## config.mk

```make
export PLATFORM = sky130hd
export DESIGN_NAME = sprite_lb_writer_flat
export DESIGN_NICKNAME = d
export VERILOG_FILES = /design/src/rtl/vdp_pkg.sv /design/src/rtl/sprite_lb_writer_if.sv /design/src/rtl/sprite_span_align.sv /design/src/rtl/sprite_lb_writer.sv /design/src/flat_wrapper.sv
export SDC_FILE = /design/constraint.sdc
export NUM_CORES = 1
export LEC_CHECK = 0
export BUFFER_PORTS_ARGS = -buffer_cell sky130_fd_sc_hd__buf_2
export CAP_MARGIN = 30
export CORE_MARGIN = 1
export CORE_UTILIZATION = 30
export CTS_BUF_LIST = sky130_fd_sc_hd__clkbuf_8
export DETAILED_ROUTE_END_ITERATION = 7
export GPL_TIMING_DRIVEN = 0
export PLACE_DENSITY = 0.56
export SETUP_SLACK_MARGIN = 0.5
export SLEW_MARGIN = 10
export SYNTH_ARGS = -nofsm -noshare
export SYNTH_HDL_FRONTEND = slang
export SYNTH_SLANG_ARGS = --single-unit
```

## constraint.sdc

```tcl
create_clock -name clk -period 5.13 [get_ports clk]
set_input_delay 1.026 -clock clk [delete_from_list [all_inputs] [get_ports clk]]
set_output_delay 1.026 -clock clk [all_outputs]
set_load 0.1 [all_outputs]
```

## src/rtl/vdp_pkg.sv

```systemverilog
// Shared sprite-pipeline constants and the linebuffer write record.
// Pixel geometry here is fixed by the 64-bit linebuffer word (8 x 8-bit pixels).
package vdp_pkg;

   localparam int LB_ADDR_W    = 12;
   localparam int LB_WORD_W    = 9;
   localparam int PIX_PER_WORD = 8;

   localparam logic [3:0] TRANSPARENT_IDX = 4'h0;

   typedef struct packed {
      logic [LB_WORD_W-1:0]      addr;
      logic [8*PIX_PER_WORD-1:0] data;
      logic [PIX_PER_WORD-1:0]   be;
   } lb_write_t;

endpackage

```

## src/rtl/sprite_lb_writer_if.sv

```systemverilog
// Span-command, pattern-fetch and linebuffer-write signals of the sprite linebuffer writer.
// The writer connects through 'slave'; the driving environment uses 'master'.
interface sprite_lb_writer_if;
   import vdp_pkg::*;

   logic                    in_valid;
   logic [8:0]              in_index;
   logic [LB_ADDR_W-1:0]    in_lb_x;
   logic [10:0]             in_sprite_x;
   logic [15:0]             in_pat_base;
   logic [3:0]              in_palette;
   logic                    pat_rd;
   logic [15:0]             pat_addr;
   logic [31:0]             pat_data;
   logic                    lb_we;
   logic [LB_WORD_W-1:0]    lb_waddr;
   logic [63:0]             lb_wdata;
   logic [PIX_PER_WORD-1:0] lb_wbe;

   modport slave (
      input  in_valid, in_index, in_lb_x, in_sprite_x, in_pat_base, in_palette, pat_data,
      output pat_rd, pat_addr, lb_we, lb_waddr, lb_wdata, lb_wbe
   );

   modport master (
      output in_valid, in_index, in_lb_x, in_sprite_x, in_pat_base, in_palette, pat_data,
      input  pat_rd, pat_addr, lb_we, lb_waddr, lb_wdata, lb_wbe
   );

endinterface

```

## src/rtl/sprite_span_align.sv

```systemverilog
// Expands a 4bpp pattern word into 8 palette-tagged pixels and places them at slot
// shift..shift+7 of a 16-slot window split into low (word w) and high (word w+1) halves.
module sprite_span_align
   import vdp_pkg::*;
(
   input  logic [31:0]             pat_i,
   input  logic [2:0]              shift_i,
   input  logic [3:0]              palette_i,
   output logic [63:0]             lo_data_o,
   output logic [PIX_PER_WORD-1:0] lo_be_o,
   output logic [63:0]             hi_data_o,
   output logic [PIX_PER_WORD-1:0] hi_be_o
);

   logic [63:0]                span_data;
   logic [PIX_PER_WORD-1:0]    span_be;
   logic [127:0]               win_data;
   logic [2*PIX_PER_WORD-1:0]  win_be;

   // NOTE: every output of this block is assigned on every path before any
   // conditional use, which is what keeps always_comb free of inferred latches.
   always_comb begin
      span_data = '0;
      span_be   = '0;
      for (int i = 0; i < PIX_PER_WORD; i++) begin
         span_data[8*i +: 8] = {palette_i, pat_i[4*i +: 4]};
         span_be[i]          = (pat_i[4*i +: 4] != TRANSPARENT_IDX);
      end
      win_data = {64'b0, span_data} << {shift_i, 3'b000};
      win_be   = {8'b0, span_be} << shift_i;
   end

   assign lo_data_o = win_data[63:0];
   assign hi_data_o = win_data[127:64];
   assign lo_be_o   = win_be[7:0];
   assign hi_be_o   = win_be[15:8];

endmodule

```

## src/rtl/sprite_lb_writer.sv

```systemverilog
// Sprite linebuffer writer: fetch, align and merge 8-pixel spans into byte-enabled writes.
// Optional macro SPRITE_LB_CLIP_EN suppresses writes at word addresses >= LB_WORDS.
module sprite_lb_writer
   import vdp_pkg::*;
#(
   parameter int LB_WORDS = 100
)
(
   input  logic               clk,
   input  logic               rst,
   input  logic               line,
   sprite_lb_writer_if.slave  lb_bus
);

   logic                    s1_valid_q;
   logic [LB_WORD_W-1:0]    s1_w_q;
   logic [2:0]              s1_s_q;
   logic [3:0]              s1_pal_q;

   logic                    carry_valid_q, carry_valid_d;
   lb_write_t               carry_q, carry_d;
   lb_write_t               wr_q, wr_d;
   logic                    we_q, we_d;
   logic                    carry_hit;

   logic [63:0]             lo_data, hi_data;
   logic [PIX_PER_WORD-1:0] lo_be, hi_be;

   assign lb_bus.pat_rd   = lb_bus.in_valid;
   assign lb_bus.pat_addr = lb_bus.in_valid ? lb_bus.in_pat_base + 16'(lb_bus.in_sprite_x) : '0;

   sprite_span_align u_align (
      .pat_i     (lb_bus.pat_data),
      .shift_i   (s1_s_q),
      .palette_i (s1_pal_q),
      .lo_data_o (lo_data),
      .lo_be_o   (lo_be),
      .hi_data_o (hi_data),
      .hi_be_o   (hi_be)
   );

   always_comb begin
      wr_d          = '0;
      carry_d       = carry_q;
      carry_valid_d = carry_valid_q;
      carry_hit     = carry_valid_q && (carry_q.addr == s1_w_q);
      if (s1_valid_q) begin
         wr_d.addr = s1_w_q;
         // Opaque pixels of the new span win; the overhang fills only its holes.
         for (int j = 0; j < PIX_PER_WORD; j++) begin
            if (!lo_be[j] && carry_hit && carry_q.be[j]) begin
               wr_d.data[8*j +: 8] = carry_q.data[8*j +: 8];
               wr_d.be[j]          = 1'b1;
            end else begin
               wr_d.data[8*j +: 8] = lo_data[8*j +: 8];
               wr_d.be[j]          = lo_be[j];
            end
         end
         carry_d.addr  = s1_w_q + 9'd1;
         carry_d.data  = hi_data;
         carry_d.be    = hi_be;
         carry_valid_d = 1'b1;
      end else if (carry_valid_q) begin
         wr_d          = carry_q;
         carry_valid_d = 1'b0;
      end
`ifdef SPRITE_LB_CLIP_EN
      we_d = (|wr_d.be) && (32'(wr_d.addr) < LB_WORDS);
`else
      we_d = |wr_d.be;
`endif
   end

   // NOTE: sequential state uses non-blocking assignments so every register
   // samples the pre-edge values regardless of statement order.
   always_ff @(posedge clk) begin
      if (rst || line) begin
         s1_valid_q    <= 1'b0;
         carry_valid_q <= 1'b0;
         we_q          <= 1'b0;
         wr_q          <= '0;
      end else begin
         s1_valid_q    <= lb_bus.in_valid;
         carry_valid_q <= carry_valid_d;
         we_q          <= we_d;
         wr_q          <= wr_d;
      end
   end

   // NOTE: payload registers carry no reset; their valid bits above gate every use.
   always_ff @(posedge clk) begin
      s1_w_q   <= lb_bus.in_lb_x[LB_ADDR_W-1:3];
      s1_s_q   <= lb_bus.in_lb_x[2:0];
      s1_pal_q <= lb_bus.in_palette;
      carry_q  <= carry_d;
   end

   assign lb_bus.lb_we    = we_q;
   assign lb_bus.lb_waddr = wr_q.addr;
   assign lb_bus.lb_wdata = wr_q.data;
   assign lb_bus.lb_wbe   = wr_q.be;

endmodule
```

## src/flat_wrapper.sv

```systemverilog
// flat-port wrapper written by rule: the top's interface ports become plain ports
module sprite_lb_writer_flat import vdp_pkg::*;
#(
   parameter int LB_WORDS = 100
)
  (clk, rst, line, lb_bus_in_valid, lb_bus_in_index, lb_bus_in_lb_x, lb_bus_in_sprite_x, lb_bus_in_pat_base, lb_bus_in_palette, lb_bus_pat_data, lb_bus_pat_rd, lb_bus_pat_addr, lb_bus_lb_we, lb_bus_lb_waddr, lb_bus_lb_wdata, lb_bus_lb_wbe);
  sprite_lb_writer_if lb_bus_i ();
  input  logic clk;
  input  logic rst;
  input  logic line;
  input wire logic [$bits(lb_bus_i.in_valid)-1:0] lb_bus_in_valid;
  input wire logic [$bits(lb_bus_i.in_index)-1:0] lb_bus_in_index;
  input wire logic [$bits(lb_bus_i.in_lb_x)-1:0] lb_bus_in_lb_x;
  input wire logic [$bits(lb_bus_i.in_sprite_x)-1:0] lb_bus_in_sprite_x;
  input wire logic [$bits(lb_bus_i.in_pat_base)-1:0] lb_bus_in_pat_base;
  input wire logic [$bits(lb_bus_i.in_palette)-1:0] lb_bus_in_palette;
  input wire logic [$bits(lb_bus_i.pat_data)-1:0] lb_bus_pat_data;
  output wire logic [$bits(lb_bus_i.pat_rd)-1:0] lb_bus_pat_rd;
  output wire logic [$bits(lb_bus_i.pat_addr)-1:0] lb_bus_pat_addr;
  output wire logic [$bits(lb_bus_i.lb_we)-1:0] lb_bus_lb_we;
  output wire logic [$bits(lb_bus_i.lb_waddr)-1:0] lb_bus_lb_waddr;
  output wire logic [$bits(lb_bus_i.lb_wdata)-1:0] lb_bus_lb_wdata;
  output wire logic [$bits(lb_bus_i.lb_wbe)-1:0] lb_bus_lb_wbe;
  assign lb_bus_i.in_valid = lb_bus_in_valid;
  assign lb_bus_i.in_index = lb_bus_in_index;
  assign lb_bus_i.in_lb_x = lb_bus_in_lb_x;
  assign lb_bus_i.in_sprite_x = lb_bus_in_sprite_x;
  assign lb_bus_i.in_pat_base = lb_bus_in_pat_base;
  assign lb_bus_i.in_palette = lb_bus_in_palette;
  assign lb_bus_i.pat_data = lb_bus_pat_data;
  assign lb_bus_pat_rd = lb_bus_i.pat_rd;
  assign lb_bus_pat_addr = lb_bus_i.pat_addr;
  assign lb_bus_lb_we = lb_bus_i.lb_we;
  assign lb_bus_lb_waddr = lb_bus_i.lb_waddr;
  assign lb_bus_lb_wdata = lb_bus_i.lb_wdata;
  assign lb_bus_lb_wbe = lb_bus_i.lb_wbe;
  sprite_lb_writer #(.LB_WORDS(LB_WORDS)) u_core (.clk(clk), .rst(rst), .line(line), .lb_bus(lb_bus_i));
endmodule
```

Word-level counts from Yosys, hierarchy flattened. Cells that the tools add are included.

Shift-type cells: 2. Equal/unequal tests: 1. Multiplexer cells: 20. Bitwise logic cells: 0. Div/mod/pow operators: 0. $lt $le $gt $ge: 0. $add $sub $neg: 2. Multipliers: 0. Reduce and logical (&&, ||, !) cells: 35.

Operators by type and width (number): $mux W81 (2); $shl A64 B6 Y128 (1); $mux W8 (8); $reduce_bool A4 Y1 (8); $logic_and A1 B1 Y1 (17); $add A16 B11 Y16 (1); $mux W16 (1); $shl A8 B3 Y16 (1); $add A9 B1 Y9 const B (1); $eq A9 B9 Y1 (1); $mux W1 (9); $logic_not A1 Y1 (8); $reduce_or A8 Y1 (1); $logic_or A1 B1 Y1 (1).

ROM bits: 0. Memory bits (writable): 0. Output and inout bits: 99. Bits in latches: 0. Memories kept: 0. Register bits after elaboration: 181. Logic and storage cells: 72.

Depth between registers and ports, before layout. Gate-level depths: netlist of run 1.

Word-level depth: 8. Depth in mapped cells: 9. Gate-level depth less buffers: 8.

Cells and area by module. A second synthesis of run 1 with hierarchy kept.

Cells, all modules: 773. Area, all modules: 8441.8 µm².

By module, submodules not included: sprite_lb_writer (cells each 445, area each 6476.2 µm², instances 1); sprite_span_align (cells each 328, area each 1965.6 µm², instances 1).

Worst setup path before layout of run 1. Ideal clock, no wire load.

Kind: input -> output. Start: in lb_bus_in_pat_base[0]. End: out lb_bus_pat_addr[12]. Arrival time: 4091 ps. Cell stages on the path: 8. Required time: 4104 ps. Slack: 13 ps. Cell sequence: ha_1 > fa_1 > a21o_1 > a21oi_1 > o21ai_0 > a211oi_1 > o31ai_1 > a21oi_1.

Word-level cells in the longest chain between the ends: 2.

RTL lines: from (decl) (RTL line flat_wrapper.sv:15) `input wire logic [$bits(lb_bus_i.in_pat_base)-1:0] lb_bus_in_pat_base;`; $add A16 B11 Y16 (RTL line sprite_lb_writer.sv:30) `assign lb_bus.pat_addr = lb_bus.in_valid ? lb_bus.in_pat_base + 16'(lb_bus.in_sprite_x) : '0;`; $mux W16 (RTL line sprite_lb_writer.sv:30); to (decl) (RTL line flat_wrapper.sv:19) `output wire logic [$bits(lb_bus_i.pat_addr)-1:0] lb_bus_pat_addr;`.

No other way between the ends.

Final worst setup path of run 1.
Start: in lb_bus_in_pat_base[0]. End: out lb_bus_pat_addr[10].

Same word-level chain as after synthesis.

==> results.txt, run 1 <==
Longest Clk Path Bufs = 2
Setup violators final = 0
Critical Path RT = 4.10 ns
Met2 Wirelength = 10900 um
Boundary Pins = 187
VDD IR max = 146 uV
Worst Path Max Fanout = 3
IO Port Bufs = 177
HPWL Detailed = 17700 um
Antenna-violating nets left = 0
Tot GR Track Use = 0.177
DP Area = 9160 um2
Largest cells by area after synthesis = edfxtp_1 (28%), dfxtp_1 (26%), a22o_1 (6.4%)
Post-CTS Hold Buffers = 0
Row cnt = 58
Initial antenna violation count = 1
Die Area = 26600 um2
WP data arrival = 3.42 ns
Vias in the first global route = 6196
First-pass GRT wire length = 35300 um
P_leak = 4.02 nW
Internal = 1.98 mW
Worst-Margin Slew = 0.845 ns
RSZ-0062 raised after global routing = no
Tmin final = 4.45 ns
Routability congestion estimate = 0.910
Post-synth EDFFs = 72
Setup TNS = 0 ns
P_sw = 963 uW
Vias = 6395
Post-Synthesis Cells = 712
DR top layer = met5
Net Sw Frac = 0.327
Top_reg_cell synth = dfxtp_1
Post-synth top area share = 0.277
Initial Util = 0.308
Synth cell types = 62
Die Wd = 163 um
# DRC = 0
Slew Viols, Final = 0
Core area = 25300 um2
Final #Nets = 1013
Design area = 9580 um2
Combinational fraction of design power = 0.180
Clock share of power = 0.315
WL/cell = 18.4 um
Synth-to-layout area growth = 22.8%
Total wire length = 23000 um
Endpoints failing hold = 0
Post-synth ARST share = 0
Fraction of layout cells with a size suffix above 1 = 0.290
Final core occ = 0.378
Status = finished, final reports clean
P per Cell Area = 307 nW/um2
Largest net degree at the start of global routing = 47
Chip height = 163 um
CTS tree = done
Clock latency on the worst-skew pair = 0.48 ns
Register area = 4170 um2
Synthesized flop and latch total = 172
Share of the clock period used by the worst path = 0.867
Multi-input gate area = 3450 um2
Final Skew = 0.0269 ns
Wire length on met3 = 1910 um
Post CTS Setup Buffer Count = 0
Fill count = 2555
Worst setup path class = input port to output pin
Synth warn = 0
Via/cell ratio = 5.10
Met1 Wirelength = 9720 um
Total clock buffers created by CTS = 17
Drt pass-1 iters = 6
Setup crit start kind = input port
Initial DRC count = 619
Fmax = 225 MHz
Syn_area_per_cell = 10.9 um2
CTS sink cnt = 172
Sequential area share after synthesis = 0.534
Clock tree root driver cell = clkbuf_8
Ant. Diodes = 0
CTS H-Tree Depth = 4
Clk slew on worst S/H paths = 0.10 ns
Pwr Total = 2.94 mW
CP Capture Type = output pin
Worst hold-check path type = flip-flop to flip-flop
Post-Syn Nets = 813
Max Cap Violations = 0
Rel. slew slack = 0.431
Mapped Area = 7790 um2
Seq pwr share = 0.505
Total grt overflow = 0
Area leader, netlist = edfxtp_1
routing by layer:
metal,vias up,GRT usage
li1,3065,-
met1,3005,0.225
met2,277,0.288
met3,46,0.0434
met4,2,0.0629
met5,-,0
registers in the layout (all words and copies together), names as in the netlist:
| signal | count |
|---|---|
| u_core.carry_q | 72 |
| u_core.lb_bus.lb_wdata | 64 |
| u_core.lb_bus.lb_waddr | 9 |
| u_core.s1_w_q | 9 |
| u_core.lb_bus.lb_wbe | 8 |
| u_core.s1_pal_q | 4 |
| u_core.s1_s_q | 3 |
| u_core.carry_valid_q | 1 |
| u_core.lb_bus.lb_we | 1 |
| u_core.s1_valid_q | 1 |
Yosys cell counts, drive strengths merged, types with 13 or more instances:
| cell type | n |
|---|---|
| a211oi | 15 |
| a21oi | 30 |
| a22o | 57 |
| and2 | 14 |
| and3 | 14 |
| buf | 14 |
| clkbuf | 24 |
| dfxtp | 100 |
| edfxtp | 72 |
| mux2 | 25 |
| mux2i | 33 |
| nand2 | 50 |
| nor2 | 59 |
| nor2b | 13 |
| o21ai | 36 |
| xnor2 | 19 |
per-stage QoR:
stage | setup slack, ns | hold WS [ns] | instances
6_report | 0.681 | 0.459 | 1255
5_1_grt | 0.518 | 0.474 | 1255
4_1_cts | 0.502 | 0.462 | 1253
3_5_place_dp | 0.478 | 0.442 | 1221
3_3_place_gp | 0.327 | 0.434 | 1219
2_1_floorplan | 0.524 | 0.418 | 712
final cells by class:
type	count	area share
Clock buffer	17	0.0244
Timing Repair Buffer	181	0.0975
Sequential cell	172	0.435
Tap cell	330	0.0431
Clock inverter	15	0.0161
Multi-Input combinational cell	489	0.361
Inverter	13	0.00536
Buffer	38	0.0176
logic make-up after synthesis:
kind of cell             synth area share
multiplexers                       0.0876
buffers and inverters              0.0283
AND/OR/NAND/NOR                     0.124
AO/OA/AOI/OAI                       0.178
flip-flops                          0.534
adder cells (fa/ha/maj)            0.0218
XOR/XNOR                           0.0258
what timing repair did:
item,in CTS,in global routing
hold endpoints to repair,0,0
resized for setup,1,3
endpoints found under the setup margin,1,5
power by group through the flow:
stage	logic (mW)	clock network, mW	registers [mW]
final	0.530	0.927	1.49
after global routing	0.565	1.01	1.49
after CTS	0.524	0.951	1.49
after detailed placement	0.522	0	1.52
after global placement	0.513	0	1.53
after floorplan	0.324	0	1.57
critical path, cell delays in order:
cell	delay, ns
buf_2	0.10
ha_1	0.22
fa_1	0.40
a21o_1	0.18
a21oi_1	0.27
o21ai_0	0.23
a211oi_1	0.26
o21bai_1	0.12
mux2i_2	0.16
buf_2	0.44
final timing paths:
| check | from | end | slack [ns] | cells after the start |
|---|---|---|---|---|
| setup / recovery | lb_bus_in_pat_base[0] | lb_bus_pat_addr[10] | 0.68 | 10 |
| hold / removal | u_core.carry_q[28] | u_core.lb_bus.lb_wdata[20] | 0.46 | 1 |
| setup reg to reg | u_core.s1_valid_q | u_core.lb_bus.lb_wdata[21] | 2.11 | 6 |
| hold reg to reg | u_core.carry_q[28] | u_core.lb_bus.lb_wdata[20] | 0.46 | 1 |
placed cells by master (no fill, tap or decap), types with 7 or more instances in the layout:
cell type,synthesis,final
nor2b_1,13,13
nand2_1,50,50
inv_1,10,10
o21ai_0,33,33
and2_1,14,14
mux2_2,23,23
nor4_1,10,10
nand3_1,12,12
mux2i_1,33,31
buf_2,6,183
clkbuf_8,0,17
o22ai_1,9,9
clkbuf_1,24,24
and3_1,14,14
nor2_1,59,58
ha_1,12,12
dfxtp_1,100,99
xnor2_1,19,19
edfxtp_1,72,72
nor3_1,8,8
a21oi_1,30,26
a22o_1,57,57
a211oi_1,15,14
nand4_1,7,7
No activity file was read; power rests on OpenSTA's default activity.
==> inputs of run 2 (changes only) <==
--- a/config.mk
+++ b/config.mk
@@ -7,12 +7,14 @@
 export LEC_CHECK = 0
 export BUFFER_PORTS_ARGS = -buffer_cell sky130_fd_sc_hd__buf_2
 export CAP_MARGIN = 30
+export CELL_PAD_IN_SITES_DETAIL_PLACEMENT = 1
+export CELL_PAD_IN_SITES_GLOBAL_PLACEMENT = 1
 export CORE_MARGIN = 1
 export CORE_UTILIZATION = 30
 export CTS_BUF_LIST = sky130_fd_sc_hd__clkbuf_8
 export DETAILED_ROUTE_END_ITERATION = 7
 export GPL_TIMING_DRIVEN = 0
-export PLACE_DENSITY = 0.56
+export PLACE_DENSITY = 0.67
 export SETUP_SLACK_MARGIN = 0.5
 export SLEW_MARGIN = 10
 export SYNTH_ARGS = -nofsm -noshare
==> run 2 against run 1 <==
Net effect: combinational power is 2% higher; fmax is 0.41% lower; total power is 2.9% higher; setup slack worse by 0.019 ns; via count is 1.6% higher; clock skew is 0.0091 ns higher; critical path depth is 1 higher; design area is 0.38% higher; hold slack better by 0.00091 ns; sequential power hardly changed; global-route usage is 1.4 points higher; highest routed layer is now met4.
==> results.txt, run 2 (synthesis gave the netlist of run 1 again) <==
Longest Clk Path Bufs = 2 (unchanged)
IO Port Bufs = 177 (unchanged)
First-pass GRT wire length = 37800 um (+7.3%)
Most frequent cells in the layout = buf_2 (182), dfxtp_1 (99), edfxtp_1 (72)
Placement Setup Slack = 0.349 ns (-0.130 ns)
Setup crit start kind = input port
Slack of the critical path = 0.662 ns (-0.0185 ns)
Worst-Margin Slew = 1.03 ns (+0.183 ns)
Critical Path RT = 4.10 ns (about the same)
Hold Slack = 0.460 ns (+0.000913 ns)
Fmax = 224 MHz (-0.41%)
Worst Path Max Fanout = 4 (+1)
Endpoints failing hold = 0 (unchanged)
CTS tree = done
CTS H-Tree Depth = 4 (unchanged)
Hold Path Origin = u_core.carry_q[17]
Final Skew = 0.0360 ns (+0.00911 ns)
Via/cell ratio = 5.18 (+1.6%)
Worst setup path class = input port to output pin
Tot GR Track Use = 0.191 (+0.0141)
Initial DRC count = 468 (-24%)
Core area = 25300 um2 (unchanged)
Tmin final = 4.47 ns (+0.0185 ns)
P per Cell Area = 315 nW/um2 (+2.6%)
Status = finished, final reports clean
Boundary Pins = 187 (unchanged)
Critical path startpoint = lb_bus_in_pat_base[0]
Most flop-heavy register = u_core.carry_q
Die Wd = 163 um (unchanged)
Row cnt = 58 (unchanged)
Clock tree root driver cell = clkbuf_8
Most common cell after layout, fill and taps aside = buf_2
Clk slew on worst S/H paths = 0.09 ns (about the same)
Drt pass-1 iters = 5 (-1)
Synth-to-layout area growth = 23.3%
Fill count = 2887 (+13%)
Worst hold-check path type = flip-flop to flip-flop
Initial Util = 0.308 (unchanged)
Largest net degree at the start of global routing = 43 (-8.5%)
Setup TNS = 0 ns (unchanged)
CTS sink cnt = 172 (unchanged)
Initial antenna violation count = 0 (-1)
Vias = 6499 (+1.6%)
Total grt overflow = 0 (unchanged)
Vias in the first global route = 6560 (+5.9%)
Register area = 4170 um2 (unchanged)
Total wire length = 25300 um (+9.9%)
Total clock buffers created by CTS = 17 (unchanged)
RSZ-0062 raised after global routing = no
Rel. slew slack = 0.308 (-0.123)
Setup violators final = 0 (unchanged)
Fraction of layout cells with a size suffix above 1 = 0.290 (unchanged)
HPWL Detailed = 19300 um (+9.5%)
Post-CTS Hold Buffers = 0 (unchanged)
Cell Count, Final, Fillers Out = 1255 (unchanged)
VDD IR max = 152 uV (+4.6%)
Share of the clock period used by the worst path = 0.871 (+0.00361)
# DRC = 0 (unchanged)
Clock latency on the worst-skew pair = 0.47 ns (about the same)
Placed cells = 1222 (+0.082%)
Max Cap Violations = 0 (unchanged)
CP Capture Type = output pin
Reg-to-Reg Start = u_core.s1_valid_q
WP data arrival = 3.44 ns (+0.02 ns)
WL/cell = 20.2 um (+9.9%)
Antenna-violating nets left = 0 (unchanged)
P_leak = 4.03 nW (+0.33%)
Ant. Diodes = 0 (unchanged)
Routability congestion estimate = 0.885 (-2.7%)
Final #Nets = 1013 (unchanged)
Die Area = 26600 um2 (unchanged)
Chip height = 163 um (unchanged)
Slew Viols, Final = 0 (unchanged)
Multi-input gate area = 3450 um2 (unchanged)
Max FFs per register = 72 (unchanged)
==> run 2: cell count changes in the layout (fill, tap and decap cells not counted) <==
cell / previous run / this run
clkinv_2: 2 / 0
clkbuf_4: 1 / 3
inv_4: 1 / 2
clkinv_8: 3 / 4
clkbuf_2: 1 / 0
buf_12: 0 / 1
buf_2: 183 / 182
inv_8: 3 / 5
buf_16: 1 / 0
inv_6: 4 / 2
clkinv_4: 3 / 2
bufinv_16: 0 / 1
==> run 2: power breakdown <==
group	switching [mW]	total (mW)	internal (mW)
combinational	0.385	0.540	0.155
sequential	0.0238	1.49	1.47
clock	0.581	1.00	0.421
total	0.990	3.03	2.04
==> run 2: timing repair <==
action                                  4_1_cts  5_1_grt
pin swaps                                     0        1
endpoints found under the setup margin        2        6
setup buffers                                 0        1
resized for setup                             1        4
==> run 2: final cells by class <==
class / count / share of cell area
inverters: 13 / 0.00534
flip-flops and latches: 172 / 0.434
clock inverters: 15 / 0.0200
clock buffers: 17 / 0.0243
well taps: 330 / 0.0430
repair buffers: 181 / 0.0968
multi-input cells: 489 / 0.359
plain buffers: 38 / 0.0176
==> run 2: final timing paths <==
check	to	slack, ns	cells past startpoint
setup / recovery	lb_bus_pat_addr[14]	0.66	11
hold / removal	u_core.lb_bus.lb_wdata[9]	0.46	2
setup reg to reg	u_core.lb_bus.lb_wdata[18]	1.97	7
hold reg to reg	u_core.lb_bus.lb_wdata[9]	0.46	2
==> run 2: routing by layer <==
metal	up-vias	track usage	part of all wire
met5	-	0	0
met4	0	0.0595	0.018
met3	38	0.0277	0.058
met2	226	0.315	0.48
met1	3163	0.255	0.45
li1	3072	-	-
==> run 2: critical path, stage by stage <==
cell and delay (ns):
buf_2 0.08, ha_1 0.19, fa_1 0.24, a21o_1 0.12, a21oi_1 0.11, o21ai_0 0.40, a211oi_2 0.13, buf_4 0.16
or4_1 0.49, a21oi_2 0.15, clkbuf_4 0.35
==> run 2: through the flow <==
stage	power, mW	area [um2]	util
CTS	3.05	9580	0.378
detailed placement	2.05	9150	0.361
global placement	2.04	9120	0.360
global route	3.15	9610	0.380
finish	3.03	9610	0.380
floorplan	1.90	7820	-
==> inputs of run 3 (changes only) <==
--- a/config.mk
+++ b/config.mk
@@ -5,16 +5,16 @@
 export SDC_FILE = /design/constraint.sdc
 export NUM_CORES = 1
 export LEC_CHECK = 0
-export BUFFER_PORTS_ARGS = -buffer_cell sky130_fd_sc_hd__buf_2
+export BUFFER_PORTS_ARGS = -buffer_cell sky130_fd_sc_hd__clkbuf_2
 export CAP_MARGIN = 30
 export CELL_PAD_IN_SITES_DETAIL_PLACEMENT = 1
 export CELL_PAD_IN_SITES_GLOBAL_PLACEMENT = 1
 export CORE_MARGIN = 1
-export CORE_UTILIZATION = 30
+export CORE_UTILIZATION = 46
 export CTS_BUF_LIST = sky130_fd_sc_hd__clkbuf_8
 export DETAILED_ROUTE_END_ITERATION = 7
 export GPL_TIMING_DRIVEN = 0
-export PLACE_DENSITY = 0.67
+export PLACE_DENSITY = 0.93
 export SETUP_SLACK_MARGIN = 0.5
 export SLEW_MARGIN = 10
 export SYNTH_ARGS = -nofsm -noshare
==> run 3 against run 2 <==
Net effect: design area decreased by 1.9%; non-clock buffer count decreased by 1; sequential share of layout area increased by 0.85 points; total power decreased by 2.4%; clock-buffer cell count unchanged; via count increased by 3.5%; clock skew decreased by 0.022 ns; critical path depth decreased by 1; combinational power about the same; largest cell class unchanged.
==> results.txt, run 3 (synthesis gave the netlist of run 1 again) <==
Internal = 1.98 mW (-3.0%)
Clock share of power = 0.313 (-0.018)
Pwr Total = 2.96 mW (-2.4%)
Most frequent cells in the layout = clkbuf_2 (171), dfxtp_1 (99), edfxtp_1 (72)
Via/cell ratio = 5.88 (+14%)
Rel. slew slack = 0.270 (-0.0378)
Die Wd = 132 um (-19%)
Hold Slack = 0.462 ns (+0.00222 ns)
Worst Reg-to-Reg Cells = 6 (-1)
Worst setup path class = input port to output pin
Setup crit start kind = input port
P_leak = 3.95 nW (-2.1%)
Vias in the first global route = 6904 (+5.2%)
Most common cell after layout, fill and taps aside = clkbuf_2
HPWL Detailed = 19400 um (about the same)
Vias = 6728 (+3.5%)
Combinational fraction of design power = 0.183 (+0.005)
Status = finished, final reports clean
Max Cap Violations = 0 (unchanged)
Worst hold-check path type = flip-flop to flip-flop
Initial Util = 0.470 (+0.162)
Post-CTS Hold Buffers = 0 (unchanged)
Die Area = 17500 um2 (-34%)
Seq pwr share = 0.504 (+0.013)
CTS H-Tree Depth = 4 (unchanged)
First-pass GRT wire length = 38500 um (+1.8%)
Slew Viols, Final = 0 (unchanged)
Clock latency on the worst-skew pair = 0.48 ns (about the same)
Share of the clock period used by the worst path = 0.881 (+0.0103)
Clk slew on worst S/H paths = 0.10 ns (about the same)
CP Capture Type = output pin
Fmax = 221 MHz (-1.2%)
Net Sw Frac = 0.331 (+0.00422)
IO Port Bufs = 177 (unchanged)
Chip height = 132 um (-19%)
Endpoints failing hold = 0 (unchanged)
P per Cell Area = 314 nW/um2 (-0.44%)
Largest net degree at the start of global routing = 41 (-4.7%)
Worst flop-to-flop path endpoint = u_core.lb_bus.lb_wdata[17]
# DRC = 0 (unchanged)
Total wire length = 25200 um (-0.57%)
Worst-Margin Slew = 1.09 ns (+0.0562 ns)
CTS sink cnt = 172 (unchanged)
Hold Path End = u_core.lb_bus.lb_wdata[35]
Routability congestion estimate = 0.920 (+4.0%)
Row cnt = 47 (-19%)
WL/cell = 22.0 um (+9.1%)
P_sw = 979 uW (-1.1%)
Fraction of layout cells with a size suffix above 1 = 0.289 (-0.000769)
Post CTS Setup Buffer Count = 0 (unchanged)
Reg-to-Reg Start = u_core.s1_valid_q
Antenna-violating nets left = 0 (unchanged)
Slack of the critical path = 0.609 ns (-0.0527 ns)
Hold Path Origin = u_core.carry_q[43]
Clock tree root driver cell = clkbuf_8
Worst Path Max Fanout = 3 (-1)
Total grt overflow = 0 (unchanged)
Final Skew = 0.0145 ns (-0.0216 ns)
Drt pass-1 iters = 5 (unchanged)
Initial antenna violation count = 0 (unchanged)
RSZ-0062 raised after global routing = yes
Most flop-heavy register = u_core.carry_q
Setup TNS = 0 ns (unchanged)
Tmin final = 4.52 ns (+0.0527 ns)
R2R setup slack = 2.22 ns (+0.25 ns)
Hold path cells = 2 (unchanged)
Max FFs per register = 72 (unchanged)
Initial DRC count = 519 (+11%)
Ant. Diodes = 0 (unchanged)
Total clock buffers created by CTS = 17 (unchanged)
Longest Clk Path Bufs = 2 (unchanged)
Placement Setup Slack = 0.421 ns (+0.0723 ns)
Final #Nets = 1012 (-0.099%)
CTS tree = done
Synth-to-layout area growth = 20.9%
Tot GR Track Use = 0.292 (+0.101)
Critical Path RT = 4.10 ns (about the same)
WP data arrival = 3.49 ns (+0.05 ns)
Core area = 16600 um2 (-35%)
Setup violators final = 0 (unchanged)
VDD IR max = 178 uV (+17%)
Boundary Pins = 187 (unchanged)
-- run 3: critical path: stages --
cell,delay [ns]
clkbuf_2,0.09
ha_1,0.23
fa_1,0.42
a21o_1,0.17
a21oi_1,0.28
o21ai_0,0.21
a211oi_1,0.29
o21bai_1,0.15
mux2i_2,0.24
clkbuf_4,0.38
-- run 3: through the flow --
step,cells,instance area (um2),utilization
floorplan,712,7820,-
global placement,1109,8980,0.542
detailed placement,1112,9010,0.544
CTS,1144,9420,0.568
global route,1144,9430,0.568
finish,1144,9430,0.568
-- run 3: repair_timing --
item,4_1_cts,5_1_grt
hold endpoints to repair,0,0
setup endpoints to repair,5,6
pin swaps,0,0
gates resized for setup,3,7
-- run 3: layout make-up --
class / count / area (um2)
fillers: 1904 / 7160
clock buffers: 17 / 234
clock inverters: 15 / 150
flip-flops and latches: 172 / 4170
well taps: 220 / 275
inverters: 13 / 51.3
multi-input cells: 489 / 3450
plain buffers: 38 / 169
repair buffers: 180 / 926
-- run 3: power groups by stage --
stage	clock network [mW]	registers, mW	logic, mW
after global placement	0	1.52	0.506
final	0.926	1.49	0.543
after global routing	0.993	1.49	0.571
after floorplan	0	1.57	0.324
after detailed placement	0	1.52	0.528
after CTS	0.933	1.49	0.534
-- run 3: how the worst max path moves through the flow --
stage / start / to
floorplan: lb_bus_in_pat_base[0] / lb_bus_pat_addr[6]
global placement: u_core.s1_valid_q / u_core.lb_bus.lb_wdata[18]
detailed placement: lb_bus_in_pat_base[0] / lb_bus_pat_addr[12]
CTS: lb_bus_in_pat_base[0] / lb_bus_pat_addr[10]
global route: lb_bus_in_pat_base[0] / lb_bus_pat_addr[10]
finish: lb_bus_in_pat_base[0] / lb_bus_pat_addr[10]
-- run 3: routing by layer --
metal  global-route usage  share of wire  vias up
met2                0.504           0.50      287
met4                0.119          0.029        0
met1                0.360           0.41     3317
met3               0.0538          0.055       61
li1                     -              -     3063
met5                    0              0        -
